<file path="src/rtl/pps_bus_bridge_pkg.sv">
// Shared definitions for the system-side PPS register bridge: FSM states,
// PPS register indices (also used by pps_timer) and the command-word builder.
package pps_bus_bridge_pkg;

    typedef enum logic [2:0] {
        StIdle,
        StPush,
        StWaitResp,
        StPop,
        StLatch,
        StDone,
        StDrain,
        StDrain2
    } bridge_state_e;

    localparam logic [2:0] TS_LO      = 3'd0;
    localparam logic [2:0] TS_HI      = 3'd1;
    localparam logic [2:0] ACCUM_INCR = 3'd2;
    localparam logic [2:0] PPS_COUNT  = 3'd3;
    localparam logic [2:0] TIME_INCR  = 3'd4;
    localparam logic [2:0] EV_LO      = 3'd5;
    localparam logic [2:0] EV_HI      = 3'd6;

    localparam int unsigned CmdWidth = 36;
    localparam logic [3:0]  DropMax  = 4'd15;

    // Command word layout: {is_write, reg_idx, data}; reads carry zero data.
    function automatic logic [CmdWidth-1:0] make_cmd(input logic        is_write,
                                                     input logic [2:0]  reg_idx,
                                                     input logic [31:0] data);
        return {is_write, reg_idx, (is_write ? data : 32'h0)};
    endfunction

endpackage

</file>
<file path="src/rtl/pps_bus_bridge_if.sv">
// CPU-side bus plus the two async-FIFO ports of the PPS bridge.
// The bridge uses the slave view; the CPU/FIFO environment uses the master view.
interface pps_bus_bridge_if;
    import pps_bus_bridge_pkg::*;

    logic                sel;
    logic [4:0]          addr;
    logic [3:0]          wstrb;
    logic [31:0]         wdata;
    logic [31:0]         rdata;
    logic                ready;
    logic [CmdWidth-1:0] data_to_pps;
    logic                to_pps_wr_en;
    logic                to_pps_full;
    logic [31:0]         data_from_pps;
    logic                from_pps_rd_en;
    logic                from_pps_empty;

    modport slave (
        input  sel, addr, wstrb, wdata, to_pps_full, data_from_pps, from_pps_empty,
        output rdata, ready, data_to_pps, to_pps_wr_en, from_pps_rd_en
    );

    modport master (
        output sel, addr, wstrb, wdata, to_pps_full, data_from_pps, from_pps_empty,
        input  rdata, ready, data_to_pps, to_pps_wr_en, from_pps_rd_en
    );

endinterface

</file>
<file path="src/rtl/pps_bus_bridge.sv">
// System-clock initiator for the PPS timer registers: turns CPU accesses into
// command words for the outgoing FIFO and completes reads from the return FIFO.
module pps_bus_bridge
    import pps_bus_bridge_pkg::*;
#(
    parameter int unsigned TIMEOUT_CYCLES = 'd1024,
    parameter logic [31:0] TIMEOUT_DATA   = 32'hdeadbeef
) (
    input logic             clk,
    input logic             reset_n,
    pps_bus_bridge_if.slave bus
);

    localparam logic [15:0] TimerLast = 16'(TIMEOUT_CYCLES - 1);

    bridge_state_e       state_q, state_d;
    logic [15:0]         timer_q, timer_d;
    logic [3:0]          drop_q, drop_d;
    logic [31:0]         rdata_q, rdata_d;
    logic                ready_q, ready_d;
    logic                wr_en_q, wr_en_d;
    logic                rd_en_q, rd_en_d;
    logic [CmdWidth-1:0] cmd_q, cmd_d;

    logic unused_addr;
    assign unused_addr = ^bus.addr[1:0];

    always_ff @(posedge clk or negedge reset_n) begin
        if (!reset_n) begin
            state_q <= StIdle;
            timer_q <= '0;
            drop_q  <= '0;
            rdata_q <= '0;
            ready_q <= 1'b0;
            wr_en_q <= 1'b0;
            rd_en_q <= 1'b0;
            cmd_q   <= '0;
        end else begin
            state_q <= state_d;
            timer_q <= timer_d;
            drop_q  <= drop_d;
            rdata_q <= rdata_d;
            ready_q <= ready_d;
            wr_en_q <= wr_en_d;
            rd_en_q <= rd_en_d;
            cmd_q   <= cmd_d;
        end
    end

    always_comb begin
        state_d = state_q;
        timer_d = timer_q;
        drop_d  = drop_q;
        rdata_d = rdata_q;
        cmd_d   = cmd_q;
        ready_d = 1'b0;
        wr_en_d = 1'b0;
        rd_en_d = 1'b0;

        unique case (state_q)
            StIdle: begin
                // Stale responses of timed-out reads go first so later reads pair up correctly.
                if (drop_q != 4'd0 && !bus.from_pps_empty) begin
                    rd_en_d = 1'b1;
                    state_d = StDrain;
                end else if (bus.sel && !bus.to_pps_full) begin
                    cmd_d   = make_cmd(|bus.wstrb, bus.addr[4:2], bus.wdata);
                    wr_en_d = 1'b1;
                    state_d = StPush;
                end
            end
            StPush: begin
                if (cmd_q[CmdWidth-1]) begin
                    ready_d = 1'b1;
                    state_d = StDone;
                end else begin
                    timer_d = '0;
                    state_d = StWaitResp;
                end
            end
            StWaitResp: begin
                if (!bus.from_pps_empty) begin
                    rd_en_d = 1'b1;
                    state_d = StPop;
                end else if (timer_q == TimerLast) begin
                    rdata_d = TIMEOUT_DATA;
                    ready_d = 1'b1;
                    if (drop_q != DropMax) begin
                        drop_d = drop_q + 4'd1;
                    end
                    state_d = StDone;
                end else begin
                    timer_d = timer_q + 16'd1;
                end
            end
            StPop: begin
                state_d = StLatch;
            end
            StLatch: begin
                rdata_d = bus.data_from_pps;
                ready_d = 1'b1;
                state_d = StDone;
            end
            StDone: begin
                state_d = StIdle;
            end
            StDrain: begin
                state_d = StDrain2;
            end
            StDrain2: begin
                drop_d  = drop_q - 4'd1;
                state_d = StIdle;
            end
            default: begin
                state_d = StIdle;
            end
        endcase
    end

    assign bus.rdata          = rdata_q;
    assign bus.ready          = ready_q;
    assign bus.data_to_pps    = cmd_q;
    assign bus.to_pps_wr_en   = wr_en_q;
    assign bus.from_pps_rd_en = rd_en_q;

endmodule

</file>
<file path="src/flat_wrapper.sv">
// flat-port wrapper written by rule: the top's interface ports become plain ports
module pps_bus_bridge_flat import pps_bus_bridge_pkg::*;
#(
    parameter int unsigned TIMEOUT_CYCLES = 'd1024,
    parameter logic [31:0] TIMEOUT_DATA   = 32'hdeadbeef
)
  (clk, reset_n, bus_sel, bus_addr, bus_wstrb, bus_wdata, bus_to_pps_full, bus_data_from_pps, bus_from_pps_empty, bus_rdata, bus_ready, bus_data_to_pps, bus_to_pps_wr_en, bus_from_pps_rd_en);
  pps_bus_bridge_if bus_i ();
  input logic clk;
  input logic reset_n;
  input wire logic [$bits(bus_i.sel)-1:0] bus_sel;
  input wire logic [$bits(bus_i.addr)-1:0] bus_addr;
  input wire logic [$bits(bus_i.wstrb)-1:0] bus_wstrb;
  input wire logic [$bits(bus_i.wdata)-1:0] bus_wdata;
  input wire logic [$bits(bus_i.to_pps_full)-1:0] bus_to_pps_full;
  input wire logic [$bits(bus_i.data_from_pps)-1:0] bus_data_from_pps;
  input wire logic [$bits(bus_i.from_pps_empty)-1:0] bus_from_pps_empty;
  output wire logic [$bits(bus_i.rdata)-1:0] bus_rdata;
  output wire logic [$bits(bus_i.ready)-1:0] bus_ready;
  output wire logic [$bits(bus_i.data_to_pps)-1:0] bus_data_to_pps;
  output wire logic [$bits(bus_i.to_pps_wr_en)-1:0] bus_to_pps_wr_en;
  output wire logic [$bits(bus_i.from_pps_rd_en)-1:0] bus_from_pps_rd_en;
  assign bus_i.sel = bus_sel;
  assign bus_i.addr = bus_addr;
  assign bus_i.wstrb = bus_wstrb;
  assign bus_i.wdata = bus_wdata;
  assign bus_i.to_pps_full = bus_to_pps_full;
  assign bus_i.data_from_pps = bus_data_from_pps;
  assign bus_i.from_pps_empty = bus_from_pps_empty;
  assign bus_rdata = bus_i.rdata;
  assign bus_ready = bus_i.ready;
  assign bus_data_to_pps = bus_i.data_to_pps;
  assign bus_to_pps_wr_en = bus_i.to_pps_wr_en;
  assign bus_from_pps_rd_en = bus_i.from_pps_rd_en;
  pps_bus_bridge #(.TIMEOUT_CYCLES(TIMEOUT_CYCLES), .TIMEOUT_DATA(TIMEOUT_DATA)) u_core (.clk(clk), .reset_n(reset_n), .bus(bus_i));
endmodule
</file>
<file path="config.mk">
export PLATFORM = sky130hd
export DESIGN_NAME = pps_bus_bridge_flat
export DESIGN_NICKNAME = d
export VERILOG_FILES = /design/src/rtl/pps_bus_bridge_pkg.sv /design/src/rtl/pps_bus_bridge_if.sv /design/src/rtl/pps_bus_bridge.sv /design/src/flat_wrapper.sv
export SDC_FILE = /design/constraint.sdc
export NUM_CORES = 1
export LEC_CHECK = 0
export BUFFER_PORTS_ARGS = -buffer_cell sky130_fd_sc_hd__buf_4
export CAP_MARGIN = 40
export CORE_MARGIN = 8
export CORE_UTILIZATION = 44
export CTS_CLUSTER_SIZE = 16
export DETAILED_ROUTE_END_ITERATION = 8
export GPL_TIMING_DRIVEN = 0
export PLACE_DENSITY_LB_ADDON = 0.05
export SYNTH_ARGS = -nofsm -noshare
export SYNTH_HDL_FRONTEND = slang
export SYNTH_SLANG_ARGS = --single-unit
</file>
<file path="constraint.sdc">
create_clock -name clk -period 2.64 [get_ports clk]
set_input_delay 0.264 -clock clk [delete_from_list [all_inputs] [get_ports clk]]
set_output_delay 0.264 -clock clk [all_outputs]
set_load 0.02 [all_outputs]
</file>
**Word-level counts from Yosys, hierarchy flattened**

Index checks and enable logic that the tools add are counted.

- Flip-flop bits (word level): 94
- Logic and storage cells: 72

- Multiplexer cells: 28
- Equal/unequal tests: 16
- Bitwise operators: 1
- Reductions and logical operators: 16
- Add/sub/neg operators: 3

Operators by type and width:

| cell | number |
|---|---|
| $mux W32 | 3 |
| $pmux W32 S2 | 1 |
| $mux W16 | 3 |
| $pmux W16 S2 | 1 |
| $pmux W3 S7 | 1 |
| $add A16 B1 Y16 const B | 1 |
| $eq A16 B10 Y1 const B | 1 |
| $mux W3 | 5 |
| $eq A3 B3 Y1 const B | 4 |
| $mux W4 | 3 |
| $mux W1 | 8 |
| $pmux W4 S2 | 1 |
| $reduce_and A4 Y1 | 2 |
| $eq A3 B2 Y1 const B | 2 |
| $ne A2 B2 Y1 const B | 3 |
| $reduce_and A3 Y1 | 2 |
| $reduce_bool A2 Y1 | 3 |
| $add A4 B1 Y4 const B | 1 |
| $ne A2 B1 Y1 const B | 2 |
| $ne A4 B4 Y1 const B | 1 |
| $reduce_bool A4 Y1 | 1 |
| $reduce_or A4 Y1 | 1 |
| $sub A4 B1 Y4 const B | 1 |
| $eq A3 B1 Y1 const B | 1 |
| other kinds (10) | 12 |

**Logic depth before layout (Yosys ltp)**

Gate-level depths: netlist (run 1).

- Word-level depth: 5
- Depth in mapped cells: 9

**Worst setup path before layout (run 1)**

OpenSTA, ideal clock, no wires.

- Kind: reg-to-reg
- Start: reg u_core.state_q[0]
- End: reg u_core.drop_q[3]
- Slack: 726 ps
- Clock period less this slack: 1,914 ps
- Library setup time: 125 ps
- Arrival time: 1,789 ps
- Stages on the path, launching flop included: 10
- Cells stage by stage: dfrtp_1 -> buf_2 -> nand3_1 -> inv_1 -> ha_1 -> a21o_1 -> a21oi_1 -> mux2i_1 -> o21ai_0 -> xnor2_1

- Word-level cells in the longest chain between the ends: 3
- Elaborated cells between the ends (all ways): 8
- Those cells by class: eq/ne: 5; mux: 1; reduce/logical: 2

Ends and longest elaborated chain:

| what | RTL line | RTL |
|---|---|---|
| start, declared | pps_bus_bridge.sv:16 | `bridge_state_e state_q, state_d;` |
| start signal, assigned | pps_bus_bridge.sv:30 | `state_q <= StIdle;` |
| start signal, assigned | pps_bus_bridge.sv:39 | `state_q <= state_d;` |
| $eq A3 B2 Y1 or $eq A3 B3 Y1 (tied branches) | pps_bus_bridge.sv:60 | `unique case (state_q)` |
| $ne A2 B1 Y1 (no line) (tied with other cells) | -- |  |
| $reduce_and A4 Y1 (no line) | -- |  |
| end signal, assigned | pps_bus_bridge.sv:41 | `drop_q <= drop_d;` |
| end, declared | pps_bus_bridge.sv:18 | `logic [3:0] drop_q, drop_d;` |

Parallel ways exist; a longest one is shown, timed or not.
A chain may end at the register's enable or synchronous reset.

**Worst setup path after layout (run 1)**

Same ends and word-level chain as after synthesis.

==> summary.txt, run 1 <==
Layout
  • Ant diodes: 0
  • Area Growth Syn to Fin: 36.6%
  • Layout cells sized above 1: 0.389
  • Finished Layout Cells: 601
  • Design Area, Final: 5450 um2
  • # nets final: 570

Yosys
  • Post-synthesis cell count: 330
  • Multiplexer share of the synthesized area: 0.00533
  • Compound-cell area share of the yosys netlist: 0.237
  • Top-count cell post-synth: dfrtp_1
  • Yosys top cell by area: dfrtp_1
  • Xor-xnor portion of the synthesized cell area: 0.00659
  • Top FF cell, synth: dfrtp_1
  • Yosys warns: 0
  • Top cell type's share of synthesized area: 0.590
  • Seq cells post-synth: 94
  • Synth top area cells: dfrtp_1 59%, a22o_1 8.8%, o22a_1 5.3%, o21ai_1 2.4%, nand2_1 2.4%
  • Synth Area in Adders: 0.0144
  • Synth Net Count: 412
  • Synth Area in Simple Gates: 0.111
  • Synth top cells by count: 94 x dfrtp_1, 40 x a22o_1, 25 x nand2_1, 24 x o22a_1, 19 x o21ai_1
  • Mapped cell area: 3990 um2
  • Fraction of registers with async set/reset: 1.00
  • Main combinational cell family by area after synthesis: compound AO/OA/AOI/OAI gates
  • Post-synth EDFFs: 0
  • Post-synthesis cell type count: 44
  • Synth Area per Inst: 12.1 um2
  • Post-synthesis sequential area ratio: 0.590

CTS
  • CTS Root Cell: clkbuf_8
  • Post-CTS setup repair buffer count: 0
  • Number of CTS-inserted buffers: 9
  • Clock transition at the registers of the reported paths: 0.10 ns
  • Worst skew pair latency: 0.36 ns
  • Clk buf depth: 2
  • Clk sink count: 94
  • H-tree levels: 3
  • CTS tree: built

Floorplanning
  • Core area: 8760 um2
  • Die height: 111 um
  • IO Count: 149
  • Die ar.: 12400 um2
  • Starting Density: 0.455
  • FP Rows: 34
  • Chip width: 111 um

Critical path
  • Reg2reg path depth: 9
  • Required time worst endpoint: 2.88 ns
  • Worst reg2reg setup slack: 0.53 ns
  • Worst-path maximum fanout: 10
  • Worst r2r src: u_core.state_q[0]
  • Startpoint class of the critical path: flop
  • Reg-to-reg endpoint: u_core.drop_q[3]
  • Critical Path Sink Type: flop
  • Critical path class: reg2reg
  • Worst EP arrival: 2.35 ns

Global route
  • First-pass GRT wire length: 17.1 mm
  • Largest net degree at the start of global routing: 63
  • Grt total ovfl: 0
  • Initial antenna violation count: 0
  • Number of global-route vias before repair: 3213
  • GRT Overall Usage: 0.168

Routing
  • Vias: 3212
  • Vias per cell: 5.34
  • Routed length per instance: 17.7 um
  • DRC: 0
  • Post-route antenna net violation count: 0
  • Total Routed Length: 10.6 mm
  • Pre-antenna DRT Iters: 4
  • Initial DRC count: 206

Placed design
  • GP Congestion: 0.829
  • Post-DP HPWL: 7.95 mm
  • Area of placed instances: 5240 um2
  • I/O Buffers: 145
  • Post-place setup slack: 0.532 ns
  • Post-Place Cells: 584

Timing
  • Final min period: 2.11 ns
  • WHS: 0.0931 ns
  • Crit share post-route: 0.799
  • RSZ-0062 raised after global routing: no
  • Clock skew: 0.0111 ns
  • Pins Over Slew Limit: 0
  • Slew @ Worst Pin: 0.676 ns
  • Final setup fails: 0
  • Slew HR: 0.547
  • Setup slack after layout: 0.529 ns
  • Final Hold Fails: 0
  • Max Freq: 0.474 GHz
  • Final setup TNS: 0 ns

Min path
  • Hold Crit Class: in2reg
  • HP Start: bus_addr[4]
  • Min-Delay Endpoint: u_core.bus.data_to_pps[34]
  • Count of cells along the worst hold path: 3

Run status
  • Outcome: finished, final reports clean

Flow run
  • MaxCap Viol Count: 0

Power and ir drop
  • P per Cell Area: 1140 nW/um2
  • VDD IR max: 510 uV
  • P_leak: 2.61 nW
per-stage QoR:
stage | util | total power (W)
2_1_floorplan | - | 0.00409
3_3_place_gp | 0.595 | 0.00527
3_5_place_dp | 0.598 | 0.00534
4_1_cts | 0.622 | 0.00631
5_1_grt | 0.622 | 0.00662
6_report | 0.622 | 0.00623
logic make-up (layout without fill, tap and decap cells):
| family | count (synthesis) | in the layout |
|---|---|---|
| compound gates | 124 | 124 |
| flops | 94 | 94 |
| fa+ha+maj | 4 | 4 |
| buf+inv | 27 | 190 |
| xor+xnor | 3 | 3 |
| mux | 2 | 2 |
| simple gates | 76 | 76 |
critical path, stage by stage, from the launching register on:
cell and delay [ns]:
dfrtp_1 0.40, buf_2 0.24, nand3_1 0.20, inv_1 0.13
ha_1 0.23, a21o_1 0.17, a21oi_1 0.18, mux2i_1 0.19
o21ai_0 0.12, xnor2_1 0.14
flip-flops by register name, indices dropped and copies added, names as in the netlist:
signal / cells
u_core.drop_q: 4
u_core.bus.from_pps_rd_en: 1
u_core.bus.ready: 1
u_core.bus.rdata: 32
u_core.timer_q: 16
u_core.bus.to_pps_wr_en: 1
u_core.state_q: 3
u_core.bus.data_to_pps: 36
placed cells by master, fill, tap and decap left out, types with 2 or more instances in the layout:
| master | instances |
|---|---|
| nor2_2 | 2 |
| nor4_1 | 2 |
| a21oi_1 | 8 |
| nand2_1 | 25 |
| nand3_1 | 11 |
| a31oi_1 | 6 |
| inv_1 | 7 |
| a21o_1 | 2 |
| dfrtp_1 | 94 |
| buf_4 | 151 |
| clkinv_4 | 3 |
| ha_1 | 3 |
| nor2_1 | 14 |
| xnor2_1 | 3 |
| clkbuf_1 | 5 |
| clkbuf_8 | 9 |
| nor3_2 | 2 |
| buf_2 | 9 |
| nor4_4 | 2 |
| o21ai_0 | 16 |
| nand4_1 | 9 |
| o22a_1 | 24 |
| a22o_1 | 40 |
| o21ai_1 | 19 |
routing by layer:
metal	vias to the layer above	GRT usage	share of wire
met1	1538	0.222	0.45
met4	0	0.0560	0.013
met2	104	0.260	0.47
met5	-	0	0
met3	12	0.0438	0.064
li1	1558	-	-
power breakdown:
| part | leakage [nW] | switching (W) | total, W | internal, W |
|---|---|---|---|---|
| registers | 1.17 | 0.000348 | 0.00234 | 0.00200 |
| clock network | 0.101 | 0.000511 | 0.000957 | 0.000446 |
| logic | 1.34 | 0.00156 | 0.00293 | 0.00137 |
| total | 2.61 | 0.00242 | 0.00623 | 0.00381 |
how the worst max path moves through the flow:
| stage | startpoint | endpoint | slack (ns) |
|---|---|---|---|
| floorplan | u_core.state_q[0] | u_core.drop_q[3] | 0.73 |
| global placement | u_core.state_q[0] | u_core.drop_q[3] | 0.56 |
| detailed placement | u_core.state_q[0] | u_core.drop_q[3] | 0.53 |
| CTS | u_core.state_q[0] | u_core.drop_q[3] | 0.52 |
| global route | u_core.state_q[0] | u_core.drop_q[3] | 0.32 |
| finish | u_core.state_q[0] | u_core.drop_q[3] | 0.53 |
area by class of cell:
type                       count  area, um2
fill                         744       3320
buffer                        20        116
multi-input combinational    209       1490
clock inverter                 6       70.1
inverter                       7       26.3
tap                          108        135
timing repair buffer         147       1130
clock buffer                  10        128
sequential                    94       2350
repair_timing:
item                                   CTS  global route
endpoints found under the hold margin   32             0
resized for setup                        0             0
hold buffers                             1             0
Note: power is estimated with default switching activity, not from simulation.
==> inputs of run 2 (changes only) <==
--- a/config.mk
+++ b/config.mk
@@ -5,6 +5,7 @@
 export SDC_FILE = /design/constraint.sdc
 export NUM_CORES = 1
 export LEC_CHECK = 0
+export ABC_AREA = 1
 export BUFFER_PORTS_ARGS = -buffer_cell sky130_fd_sc_hd__buf_4
 export CAP_MARGIN = 40
 export CORE_MARGIN = 8
==> constraint.sdc (replaced) <==
create_clock -name clk -period 1.85 [get_ports clk]
set_input_delay 0.185 -clock clk [delete_from_list [all_inputs] [get_ports clk]]
set_output_delay 0.185 -clock clk [all_outputs]
set_load 0.02 [all_outputs]
==> summary.txt, run 2 <==
Timing
  • Final Hold Fails: 0
  • Setup slack after layout: 0.145 ns
  • Slew HR: 0.699
  • Slew @ Worst Pin: 0.451 ns
  • Final setup fails: 0
  • Pins Over Slew Limit: 0
  • Max Freq: 0.587 GHz
  • Final setup TNS: 0 ns
  • Final min period: 1.70 ns
  • RSZ-0062 raised after global routing: no
  • Clock skew: 0.0110 ns
  • WHS: 0.0170 ns
  • Crit share post-route: 0.922

Critical path
  • Critical path class: reg2reg
  • Worst EP arrival: 1.96 ns
  • Reg2reg path depth: 11
  • Critical Path End: u_core.drop_q[3]
  • Buf/Inv on CP: 2
  • CP cell instances: buf_4 -> nand3_4 -> inv_1 -> ha_4 -> nand2_1 -> nor2_1 -> nor2_1 -> nand2_1 -> nand2_1 -> nand3_1 -> nand2_1
  • Worst Setup SP: u_core.state_q[2]
  • Worst reg2reg setup slack: 0.15 ns
  • Slowest CP cell: dfrtp_2
  • Crit-path max cell delay: 0.45 ns
  • Delay-heaviest family, CP: simple AND/OR/NAND/NOR gates
  • Startpoint class of the critical path: flop
  • Most used cell, CP: nand2_1
  • WP depth: 11
  • Worst r2r src: u_core.state_q[2]
  • Required time worst endpoint: 2.11 ns
  • Worst-path maximum fanout: 10
  • Reg-to-reg endpoint: u_core.drop_q[3]
  • Critical Path Sink Type: flop

Yosys
  • Synth Area per Inst: 7.95 um2
  • Yosys top cell by area: dfrtp_1
  • Fraction of registers with async set/reset: 1.00
  • Post-synth EDFFs: 0
  • Post-synthesis cell count: 539
  • Post-synthesis sequential area ratio: 0.549
  • Synth top area cells: dfrtp_1 55%, nand2_1 18%, nor2_1 9.5%, nand3_1 3.5%, o21ai_0 2.5%
  • Post-synthesis cell type count: 31
  • Mapped cell area: 4290 um2
  • Synth top cells by count: 205 x nand2_1, 108 x nor2_1, 94 x dfrtp_1, 30 x nand3_1, 26 x inv_1
  • Seq cells post-synth: 94
  • Top FF cell, synth: dfrtp_1
  • Top cell type's share of synthesized area: 0.549
  • Top-count cell post-synth: nand2_1
  • Synth Net Count: 621
  • Yosys warns: 0

Power and ir drop
  • P_leak: 3.14 nW
  • VDD IR max: 755 uV
  • Final Power: 0.00943 W
  • P per Cell Area: 1560 nW/um2

CTS
  • Number of CTS-inserted buffers: 9
  • CTS Root Cell: clkbuf_8
  • H-tree levels: 3
  • Worst skew pair latency: 0.37 ns
  • CTS tree: built
  • Clock transition at the registers of the reported paths: 0.09 ns
  • Clk buf depth: 2
  • Clk sink count: 94

Placed design
  • Area of placed instances: 5580 um2
  • Post-place setup slack: -0.00266 ns
  • Post-DP HPWL: 8.59 mm
  • I/O Buffers: 146
  • GP Congestion: 0.897

Global route
  • Largest net degree at the start of global routing: 66
  • Number of global-route vias before repair: 4075
  • Grt total ovfl: 0
  • First-pass GRT wire length: 19.6 mm
  • Initial antenna violation count: 0
  • GRT Overall Usage: 0.186

Layout
  • Commonest non-fill, non-tap cells in the layout: 203 x nand2_1, 155 x buf_4, 108 x nor2_1, 93 x dfrtp_1, 30 x nand3_1
  • Design Area, Final: 6040 um2
  • Layout cells sized above 1: 0.277
  • # nets final: 798
  • Max reg flops: 36
  • Area Growth Syn to Fin: 40.8%
  • Most common cell after layout, fill and taps aside: nand2_1
  • Ant diodes: 0

Routing
  • Vias: 3998
  • Initial DRC count: 180
  • Post-route antenna net violation count: 0
  • Routed length per instance: 13.7 um
  • Total Routed Length: 11.7 mm
  • Vias per cell: 4.68
  • Pre-antenna DRT Iters: 5
  • DRC: 0

Run status
  • Outcome: finished, final reports clean

Floorplanning
  • Die height: 115 um
  • Chip width: 115 um
  • IO Count: 149
  • FP Rows: 36
  • Core area: 9590 um2
  • Starting Density: 0.447
  • Die ar.: 13200 um2

Flow run
  • MaxCap Viol Count: 0

Min path
  • Count of cells along the worst hold path: 3
  • Hold Crit Class: in2reg
[run 2: stage by stage]
stage | std cells | util
final | 854 | 0.629
after global routing | 854 | 0.629
after CTS | 851 | 0.622
after detailed placement | 819 | 0.581
after global placement | 818 | 0.578
after floorplan | 539 | -
[run 2: cell families after synthesis]
kind of cell	Yosys count	synth area share
simple gates	359	0.338
buf+inv	48	0.0534
fa+ha+maj	4	0.0134
xor+xnor	3	0.00613
compound gates	31	0.0400
flops	94	0.549
[run 2: routing by layer]
metal | up-vias | track usage | routed length, um
met5 | - | 0 | 0
met4 | 0 | 0.0814 | 291
met3 | 19 | 0.0717 | 1020
met2 | 124 | 0.291 | 5470
met1 | 1836 | 0.223 | 4930
li1 | 2019 | - | -
[run 2: timing repair]
item | CTS | global route
resized for setup | 1 | 9
gates cloned | 0 | 0
setup buffers | 0 | 3
endpoints found under the hold margin | 44 | 0
hold buffers | 16 | 0
setup endpoints to repair | 1 | 80
pin swaps | 0 | 1
[run 2: worst min path at each step]
stage                  start                          to  slack [ns]
6_report       bus_wdata[15]  u_core.bus.data_to_pps[15]        0.02
5_1_grt        bus_wdata[23]  u_core.bus.data_to_pps[23]       0.008
4_1_cts         bus_wdata[6]   u_core.bus.data_to_pps[6]    0.000003
3_5_place_dp         reset_n           u_core.timer_q[2]        0.15
3_3_place_gp   bus_wdata[27]  u_core.bus.data_to_pps[27]        0.38
2_1_floorplan        reset_n   u_core.bus.data_to_pps[0]       -0.11
[run 2: report_power, final]
part,total (W),internal [W],switching [W],leakage [nW]
Combinational,0.00446,0.00180,0.00266,1.86
Clock,0.00158,0.000836,0.000739,0.116
Sequential,0.00339,0.00287,0.000519,1.17
[run 2: tightest hold or removal path: stages]
cell and delay [ns]:
buf_4 0.08, nand2_1 0.04, nand2_1 0.05
[run 2: final cells by class]
cell class	instances	area [um2]
flip-flops and latches	94	2350
multi-input cells	397	1750
plain buffers	15	104
repair buffers	166	1310
well taps	133	166
inverters	33	125
clock inverters	5	81.3
fillers	844	3560
clock buffers	11	151
